### src/rtl/mem_arb_pkg.sv
`default_nettype none
// ============================================================================
// Module      : mem_arb_pkg
// Description : Shared encodings for the unified memory arbiter: FSM states,
//               requester IDs and the downstream operation type.
// Revision    : 1.0 - initial release
// ============================================================================
package mem_arb_pkg;

  // Arbiter FSM state encoding
  typedef enum logic [1:0] {
    IDLE  = 2'd0,
    ISSUE = 2'd1,
    WAIT  = 2'd2
  } arb_state_e;

  // Requester that owns the single outstanding transaction
  localparam logic REQ_FETCH = 1'b0;
  localparam logic REQ_DATA  = 1'b1;

  // Downstream operation
  typedef enum logic {
    OP_READ  = 1'b0,
    OP_WRITE = 1'b1
  } mem_op_e;

endpackage
`default_nettype wire

### src/rtl/mem_arb_timeout_counter.sv
`default_nettype none
// ============================================================================
// Module      : mem_arb_timeout_counter
// Description : Transaction watchdog. Cleared when a transaction starts,
//               counts while enabled and flags expiry at TIMEOUT_CYCLES-1.
//               Kept generic so other memory ports can reuse it.
// Revision    : 1.0 - initial release
// ============================================================================
module mem_arb_timeout_counter #(
  parameter int TIMEOUT_CYCLES = 255
) (
  input  logic clock,
  input  logic reset,
  input  logic clear,
  input  logic enable,
  output logic expired
);

  localparam int CW = (TIMEOUT_CYCLES > 1) ? $clog2(TIMEOUT_CYCLES) : 1;
  localparam logic [CW-1:0] c_limit = CW'(TIMEOUT_CYCLES - 1);

  logic [CW-1:0] r_count;

  // Count enabled cycles, holding at the limit so expiry cannot wrap away
  always_ff @(posedge clock or negedge reset) begin
    if (!reset) begin
      r_count <= '0;
    end else if (clear) begin
      r_count <= '0;
    end else if (enable && (r_count != c_limit)) begin
      r_count <= r_count + 1'b1;
    end
  end

  assign expired = (r_count == c_limit);

endmodule
`default_nettype wire

### src/rtl/unified_memory_arbiter.sv
`default_nettype none
// ============================================================================
// Module      : unified_memory_arbiter
// Description : Shares one downstream memory port between the core fetch and
//               data interfaces. Single outstanding transaction, data has
//               priority bounded by a fetch-starvation streak limit, and a
//               response timeout raises an access fault to the owner.
// Revision    : 1.0 - initial release
// ============================================================================
module unified_memory_arbiter #(
  parameter int DATA_WIDTH      = 64,
  parameter int ADDRESS_BITS    = 64,
  parameter int NUM_BYTES       = DATA_WIDTH / 8,
  parameter int TIMEOUT_CYCLES  = 255,
  parameter int MAX_DATA_STREAK = 4
) (
  input  logic                    clock,
  input  logic                    reset,
  // core fetch interface
  input  logic                    fetch_read,
  input  logic [ADDRESS_BITS-1:0] fetch_address_out,
  output logic                    fetch_ready,
  output logic                    fetch_valid,
  output logic [DATA_WIDTH-1:0]   fetch_data_in,
  output logic [ADDRESS_BITS-1:0] fetch_address_in,
  // core data interface
  input  logic                    memory_read,
  input  logic                    memory_write,
  input  logic [NUM_BYTES-1:0]    memory_byte_en,
  input  logic [ADDRESS_BITS-1:0] memory_address_out,
  input  logic [DATA_WIDTH-1:0]   memory_data_out,
  output logic                    memory_ready,
  output logic                    memory_valid,
  output logic [DATA_WIDTH-1:0]   memory_data_in,
  output logic [ADDRESS_BITS-1:0] memory_address_in,
  // access faults
  output logic                    i_mem_access_fault,
  output logic                    d_mem_access_fault,
  // downstream command
  output logic                    mem_read,
  output logic                    mem_write,
  output logic [NUM_BYTES-1:0]    mem_byte_en,
  output logic [ADDRESS_BITS-1:0] mem_address,
  output logic [DATA_WIDTH-1:0]   mem_data_out,
  input  logic                    mem_ready,
  // downstream response
  input  logic                    mem_valid,
  input  logic [DATA_WIDTH-1:0]   mem_data_in,
  input  logic [ADDRESS_BITS-1:0] mem_address_in
);

  import mem_arb_pkg::*;

  localparam int SW = (MAX_DATA_STREAK > 0) ? $clog2(MAX_DATA_STREAK + 1) : 1;
  localparam logic [SW-1:0] c_streak_max = SW'(MAX_DATA_STREAK);

  arb_state_e    r_state;
  logic          r_req_id;
  logic [SW-1:0] r_streak;

  logic    w_fetch_pend;
  logic    w_data_pend;
  logic    w_grant_data;
  logic    w_timer_clear;
  logic    w_timer_enable;
  logic    w_expired;
  mem_op_e w_data_op;

  assign w_fetch_pend = fetch_read;
  assign w_data_pend  = memory_read | memory_write;
  // Data wins unless fetch has been passed over MAX_DATA_STREAK times in a row
  assign w_grant_data = w_data_pend && (!w_fetch_pend || (r_streak != c_streak_max));
  // A simultaneous read+write is treated as a write
  assign w_data_op    = memory_write ? OP_WRITE : OP_READ;

  assign fetch_ready  = (r_state == IDLE);
  assign memory_ready = (r_state == IDLE);

  assign w_timer_clear  = (r_state == IDLE) && (w_fetch_pend || w_data_pend);
  assign w_timer_enable = (r_state == ISSUE) || (r_state == WAIT);

  mem_arb_timeout_counter #(
    .TIMEOUT_CYCLES (TIMEOUT_CYCLES)
  ) u_timeout (
    .clock   (clock),
    .reset   (reset),
    .clear   (w_timer_clear),
    .enable  (w_timer_enable),
    .expired (w_expired)
  );

  // Arbitration FSM with all core-side and downstream outputs registered
  always_ff @(posedge clock or negedge reset) begin
    if (!reset) begin
      r_state            <= IDLE;
      r_req_id           <= REQ_FETCH;
      r_streak           <= '0;
      fetch_valid        <= 1'b0;
      fetch_data_in      <= '0;
      fetch_address_in   <= '0;
      memory_valid       <= 1'b0;
      memory_data_in     <= '0;
      memory_address_in  <= '0;
      i_mem_access_fault <= 1'b0;
      d_mem_access_fault <= 1'b0;
      mem_read           <= 1'b0;
      mem_write          <= 1'b0;
      mem_byte_en        <= '0;
      mem_address        <= '0;
      mem_data_out       <= '0;
    end else begin
      fetch_valid        <= 1'b0;
      memory_valid       <= 1'b0;
      i_mem_access_fault <= 1'b0;
      d_mem_access_fault <= 1'b0;
      case (r_state)
        IDLE: begin
          if (w_fetch_pend || w_data_pend) begin
            r_state <= ISSUE;
            if (w_grant_data) begin
              r_req_id     <= REQ_DATA;
              mem_read     <= (w_data_op == OP_READ);
              mem_write    <= (w_data_op == OP_WRITE);
              mem_byte_en  <= memory_byte_en;
              mem_address  <= memory_address_out;
              mem_data_out <= memory_data_out;
              if (!w_fetch_pend) begin
                r_streak <= '0;
              end else if (r_streak != c_streak_max) begin
                r_streak <= r_streak + 1'b1;
              end
            end else begin
              r_req_id     <= REQ_FETCH;
              mem_read     <= 1'b1;
              mem_write    <= 1'b0;
              mem_byte_en  <= '1;
              mem_address  <= fetch_address_out;
              mem_data_out <= '0;
              r_streak     <= '0;
            end
          end
        end
        ISSUE: begin
          // A response here is a protocol error and is ignored
          if (w_expired) begin
            mem_read           <= 1'b0;
            mem_write          <= 1'b0;
            i_mem_access_fault <= (r_req_id == REQ_FETCH);
            d_mem_access_fault <= (r_req_id == REQ_DATA);
            r_state            <= IDLE;
          end else if (mem_ready) begin
            mem_read  <= 1'b0;
            mem_write <= 1'b0;
            r_state   <= WAIT;
          end
        end
        WAIT: begin
          // A response arriving on the expiry cycle still wins over the fault
          if (mem_valid) begin
            if (r_req_id == REQ_FETCH) begin
              fetch_valid      <= 1'b1;
              fetch_data_in    <= mem_data_in;
              fetch_address_in <= mem_address_in;
            end else begin
              memory_valid      <= 1'b1;
              memory_data_in    <= mem_data_in;
              memory_address_in <= mem_address_in;
            end
            r_state <= IDLE;
          end else if (w_expired) begin
            i_mem_access_fault <= (r_req_id == REQ_FETCH);
            d_mem_access_fault <= (r_req_id == REQ_DATA);
            r_state            <= IDLE;
          end
        end
        default: begin
          r_state <= IDLE;
        end
      endcase
    end
  end

endmodule
`default_nettype wire

### config.mk
export PLATFORM = sky130hd
export DESIGN_NAME = unified_memory_arbiter
export DESIGN_NICKNAME = d
export VERILOG_FILES = /design/src/rtl/mem_arb_pkg.sv /design/src/rtl/mem_arb_timeout_counter.sv /design/src/rtl/unified_memory_arbiter.sv
export SDC_FILE = /design/constraint.sdc
export NUM_CORES = 1
export LEC_CHECK = 0
export ABC_AREA = 1
export ABC_CLOCK_PERIOD_IN_PS = 2400
export CELL_PAD_IN_SITES_DETAIL_PLACEMENT = 0
export CELL_PAD_IN_SITES_GLOBAL_PLACEMENT = 1
export CORE_AREA = 3 3 284 286
export CTS_CLUSTER_SIZE = 8
export DETAILED_ROUTE_END_ITERATION = 7
export DIE_AREA = 0 0 287 289
export PLACE_DENSITY_LB_ADDON = 0.1
export SLEW_MARGIN = 10
export SYNTH_ARGS = -nofsm -noshare
export SYNTH_HDL_FRONTEND = slang
export SYNTH_HIERARCHICAL = 1
export SYNTH_SLANG_ARGS = --single-unit
### constraint.sdc
create_clock -name clock -period 2.4 [get_ports clock]
set_clock_uncertainty 0.15 [all_clocks]
set_input_delay 0.24 -clock clock [delete_from_list [all_inputs] [get_ports clock]]
set_output_delay 0.24 -clock clock [all_outputs]
set_load 0.01 [all_outputs]
== Yosys cells after proc, flatten, opt, wreduce, memory -nomap -nowiden ==
Cells that the tools add are included.
Word-level totals
  register bits after elaboration: 412
  input bits: 335
  output and inout bits: 400
  word-level logic and storage cells: 83
Cells by class
  add/sub/neg operators: 2
  eq/ne operators: 9
  mux-type cells: 36
  bitwise gates (word level): 3
  reductions and logical operators: 16
Operators by type and width (number)
  $mux 64: 2
  $mux 8: 3
  $mux 1: 18
  $reduce_and 3->1: 5
  $mux 2: 5
  $mux 3: 3
  $ne 3x2->1 const B: 3
  $add 8x1->8 const B: 1
  $eq 8x8->1 const B: 1
  $ne 8x8->1 const B: 1
  $pmux 1 s2: 4
  $pmux 2 s3: 1
  $reduce_bool 2->1: 2
  $add 3x1->3 const B: 1
  $logic_and 1x1->1: 3
  $logic_or 1x1->1: 3
  $ne 3x3->1 const B: 1
  $eq 2x1->1 const B: 1
  $eq 2x2->1 const B: 1
  $logic_not 2->1: 1
  $ne 2x1->1 const B: 1
  $not 1->1: 2
  $reduce_and 2->1: 1
  $logic_not 1->1: 1
  $or 1x1->1: 1

== Depth between registers and ports, before layout ==
  depth in word-level cells: 6
  mapped depth: 11
  depth with buffers taken out: 11

== Modules after synthesis ==
The synthesis kept the hierarchy.
Modules (own cells, without submodules)
  unified_memory_arbiter: instances 1, cells each 1833, area an instance 16420.7 sq um, seq. area each 10109.7 sq um
  mem_arb_timeout_counter: instances 1, cells each 74, area an instance 524.3 sq um, seq. area each 200.2 sq um

== Worst setup path after synthesis ==
No wires, ideal clock.
  kind: reg2reg
  from: reg r_state[0]
  to: reg u_timeout.r_count[7]
  library setup time: 0.118 ns
  data arrival time: 1.693 ns
  required time: 2.132 ns
  setup slack: 0.439 ns
  stages on the path, launching flop included: 12
  path buffers: 2
  period minus slack after synthesis: 1.961 ns
  path through: dfrtp_1 -> inv_1 -> ha_1 -> inv_1 -> nor2_2 -> buf_4 -> buf_4 -> inv_1 -> nand2_4 -> clkinv_4 -> nand2_1 -> nand2_1
Between the ends
  elaborated cells between the ends (all ways): 8
  classes of those cells: eq/ne (2); mux (1); reduce/logical (5)
RTL lines
  start: declaration: RTL line unified_memory_arbiter.sv:57  | arb_state_e r_state;
  start signal: assignment: RTL line unified_memory_arbiter.sv:95  | r_state <= IDLE;
  start signal: assignment: RTL line unified_memory_arbiter.sv:119  | r_state <= ISSUE;
  start signal: assignment: RTL line unified_memory_arbiter.sv:150  | r_state <= IDLE;
  $logic_not 2->1 *
  net fetch_ready: RTL line unified_memory_arbiter.sv:22  | output logic fetch_ready,
  $logic_and 1x1->1 *: RTL line unified_memory_arbiter.sv:79  | assign w_timer_clear = (r_state == IDLE) && (w_fetch_pend || w_data_pend);
  net w_timer_clear: RTL line unified_memory_arbiter.sv:64  | logic w_timer_clear;
  $mux 8 / $reduce_bool 2->1 (equally long branches)
  end signal: assignment: RTL line mem_arb_timeout_counter.sv:31  | r_count <= r_count + 1'b1;
  end: declaration: RTL line mem_arb_timeout_counter.sv:22  | logic [CW-1:0] r_count;
Mark *: on every way through the listed nets, which the timed path passes. The rest lies on a longest branch.
A chain may end at the register's enable or synchronous reset.

== Worst setup path in the final report ==
  from: reg r_state[0]
  to: out memory_ready
Between the ends
  longest elaborated chain between the ends: 1
RTL lines
  $logic_not 2->1: RTL line unified_memory_arbiter.sv:77  | assign memory_ready = (r_state == IDLE);
  end: declaration: RTL line unified_memory_arbiter.sv:32  | output logic memory_ready,
Every way passes these cells.

==> impl_metrics.json <==
{
  "status": "completed",
  "n_fill_cell": 8163,
  "crit_arrival_ns": 1.83,
  "synth-seq-cells": 412,
  "worstPathRequired_ns": 2.01,
  "ios": 735,
  "syn_avg_cell_area_sq_um": 8.89,
  "firstDrtPassIters": 5,
  "multi_input_area_sq_um": 5270,
  "setup_ws_ns": 0.184,
  "top_usage_layer": "met2",
  "port-buffer-count": 734,
  "cts_root_buffer": "clkbuf_16",
  "grt_use_met3_pct": 5.44,
  "utilization_pct": 35.3,
  "start_kind": "flop",
  "insertion_delay_ns": 0.61,
  "synthFlopType": "dfrtp_1",
  "grt_util_met1_pct": 18.6,
  "tns_ns": 0,
  "start_util_pct": 21.6,
  "grt_antenna_before_repair": 14,
  "grt_first_pass_wirelength_um": 104000,
  "crit_fanout": 23,
  "yosys.cell_count.top_type": "nand2_1",
  "drc": 0,
  "clock_sinks": 412,
  "nets": 3003,
  "p_leak_nw": 13.1,
  "cts_tree": "done",
  "cts_setup_buffers": 0,
  "grt-ovfl-total": 0,
  "core_sq_um": 78600,
  "die_area_sq_um": 82900,
  "synth_top_area_share_pct": 60.8,
  "tightest_slew_ns": 0.516,
  "gr-usage-all-layers_pct": 16.4,
  "async_flop_share_pct": 100,
  "fmax_mhz": 451,
  "netlist_instances": 1907,
  "clk_pin_slew_ns": 0.06,
  "die_w_um": 287,
  "drive_gt1_share_pct": 4.83,
  "ant_nets": 0,
  "first_iter_violations": 683,
  "power.total_mw": 35.2,
  "synth_area_leaders": "dfrtp_1 (61%), nand2_1 (14%), o21ai_0 (7.8%)",
  "h-tree-depth": 2,
  "dp_slack_ns": 0.198,
  "dr_total_vias": 15300,
  "rsz0062_at_grt": "false",
  "synthesis.area_sq_um": 16900,
  "fin_crit_sh_pct": 92.3,
  "hpwl_um": 52200,
  "grt_pass1_vias": 16000,
  "routed_wl_um": 70600,
  "crit_type": "reg -> out",
  "synth-edff-count": 0,
  "ys_seq_area_share_pct": 60.8,
  "ir_worst_vdd_v": 0.000608,
  "yosys-top-cells-count": "nand2_1 (614), dfrtp_1 (412), o21ai_0 (265), inv_1 (216), nand3_1 (145)",
  "ys_types": 24,
  "max_slew_margin_pct": 65.6,
  "drv_slew": 0,
  "yosys_warnings": 6,
  "cts_buffer_depth": 3,
  "seqCellArea_sq_um": 10300,
  "die_y_um": 289,
  "final_hold_viol_count": 0,
  "end_kind": "primary output",
  "cts_buffers": 58,
  "p_per_area_nw_per_um2": 1270,
  "row_count": 103,
  "drv_cap": 0,
  "grt_max_degree": 76,
  "area_growth_pct": 63.7,
  "min_path_type": "in -> async",
  "place.gp.congestion": 0.799,
  "yosysTopAreaCell": "dfrtp_1",
  "use_met2_pct": 28.7,
  "layout_min_cycle_time_ns": 2.22,
  "hold_slack_ns": 0.00527,
  "viasPerCell": 4.11,
  "wire_per_inst_um": 18.9,
  "setup_viol": 0,
  "postSynthNetCount": 2250
}
power by group:
part,total [mW],internal [mW],switching (mW)
Sequential,12.1,10.2,1.87
Clock,7.53,4.41,3.12
Combinational,15.6,7.93,7.65
final timing paths:
kind / start / to / slack, ns / cells past startpoint
max in group asynchronous: reset / mem_address[11] / 1.25 / 3
min in group clock: mem_data_in[9] / memory_data_in[9] / 0.05 / 3
max reg2reg: r_state[0] / memory_data_in[0] / 0.31 / 6
max: r_state[0] / memory_ready / 0.18 / 4
min reg2reg: mem_data_out[50] / mem_data_out[50] / 0.32 / 2
min: reset / fetch_address_in[26] / 0.005 / 2
cell usage in the layout, fill, tap and decap left out, types with 12 or more instances in the layout:
cell type	instances
buf_12	33
buf_4	12
clkbuf_16	59
clkdlybuf4s50_1	731
dfrtp_1	412
dlygate4sd3_1	30
inv_1	216
nand2_1	613
nand3_1	143
nand3b_1	64
nor2_1	40
o21ai_0	265
area by class of cell:
| cell class | count | share of cell area, % |
|---|---|---|
| diodes | 9 | 0.0812 |
| flip-flops and latches | 412 | 37.2 |
| repair buffers | 809 | 30.3 |
| multi-input cells | 1158 | 19.0 |
| inverters | 221 | 3.02 |
| clock buffers | 69 | 5.53 |
| well taps | 1050 | 4.74 |
| clock inverters | 2 | 0.180 |
worst max-delay path, stage by stage, from the launching register on:
cell and delay, ns:
dfrtp_1 0.40, inv_1 0.12, ha_2 0.22, buf_12 0.18, dlygate4sd2_1 0.29
cell families after synthesis:
| logic type | Yosys count | synth area share, % |
|---|---|---|
| buffers and inverters | 337 | 8.24 |
| DFF | 412 | 60.8 |
| adders and majority gates | 8 | 0.591 |
| and+or+nand+nor | 879 | 22.3 |
| xor gates and xnor gates | 2 | 0.103 |
| AOI/OAI and AO/OA | 269 | 7.95 |
repair_timing:
item,4_1_cts,5_1_grt
resized for setup,2,0
endpoints found under the setup margin,2,0
hold buffers,30,0
endpoints found under the hold margin,398,0
registers in the layout, summed over array words and instances (netlist names), 2 cells and up:
signal,count
memory_data_in,64
fetch_data_in,64
mem_address,64
r_streak,3
mem_byte_en,8
mem_data_out,64
memory_address_in,64
r_state,2
fetch_address_in,64
u_timeout/r_count,8
metrics by stage:
stage / instances / area [sq um]
finish: 3730 / 27700
global route: 3729 / 27700
CTS: 3721 / 27700
detailed placement: 3620 / 25800
global placement: 3620 / 25800
floorplan: 1907 / 16900
metal layers:
layer	routed length, um	vias up
li1	-	7466
met2	35300	504
met1	26800	7211
met4	2460	10
met5	57	-
met3	5990	121
Power figures use the tool's default switching activity.
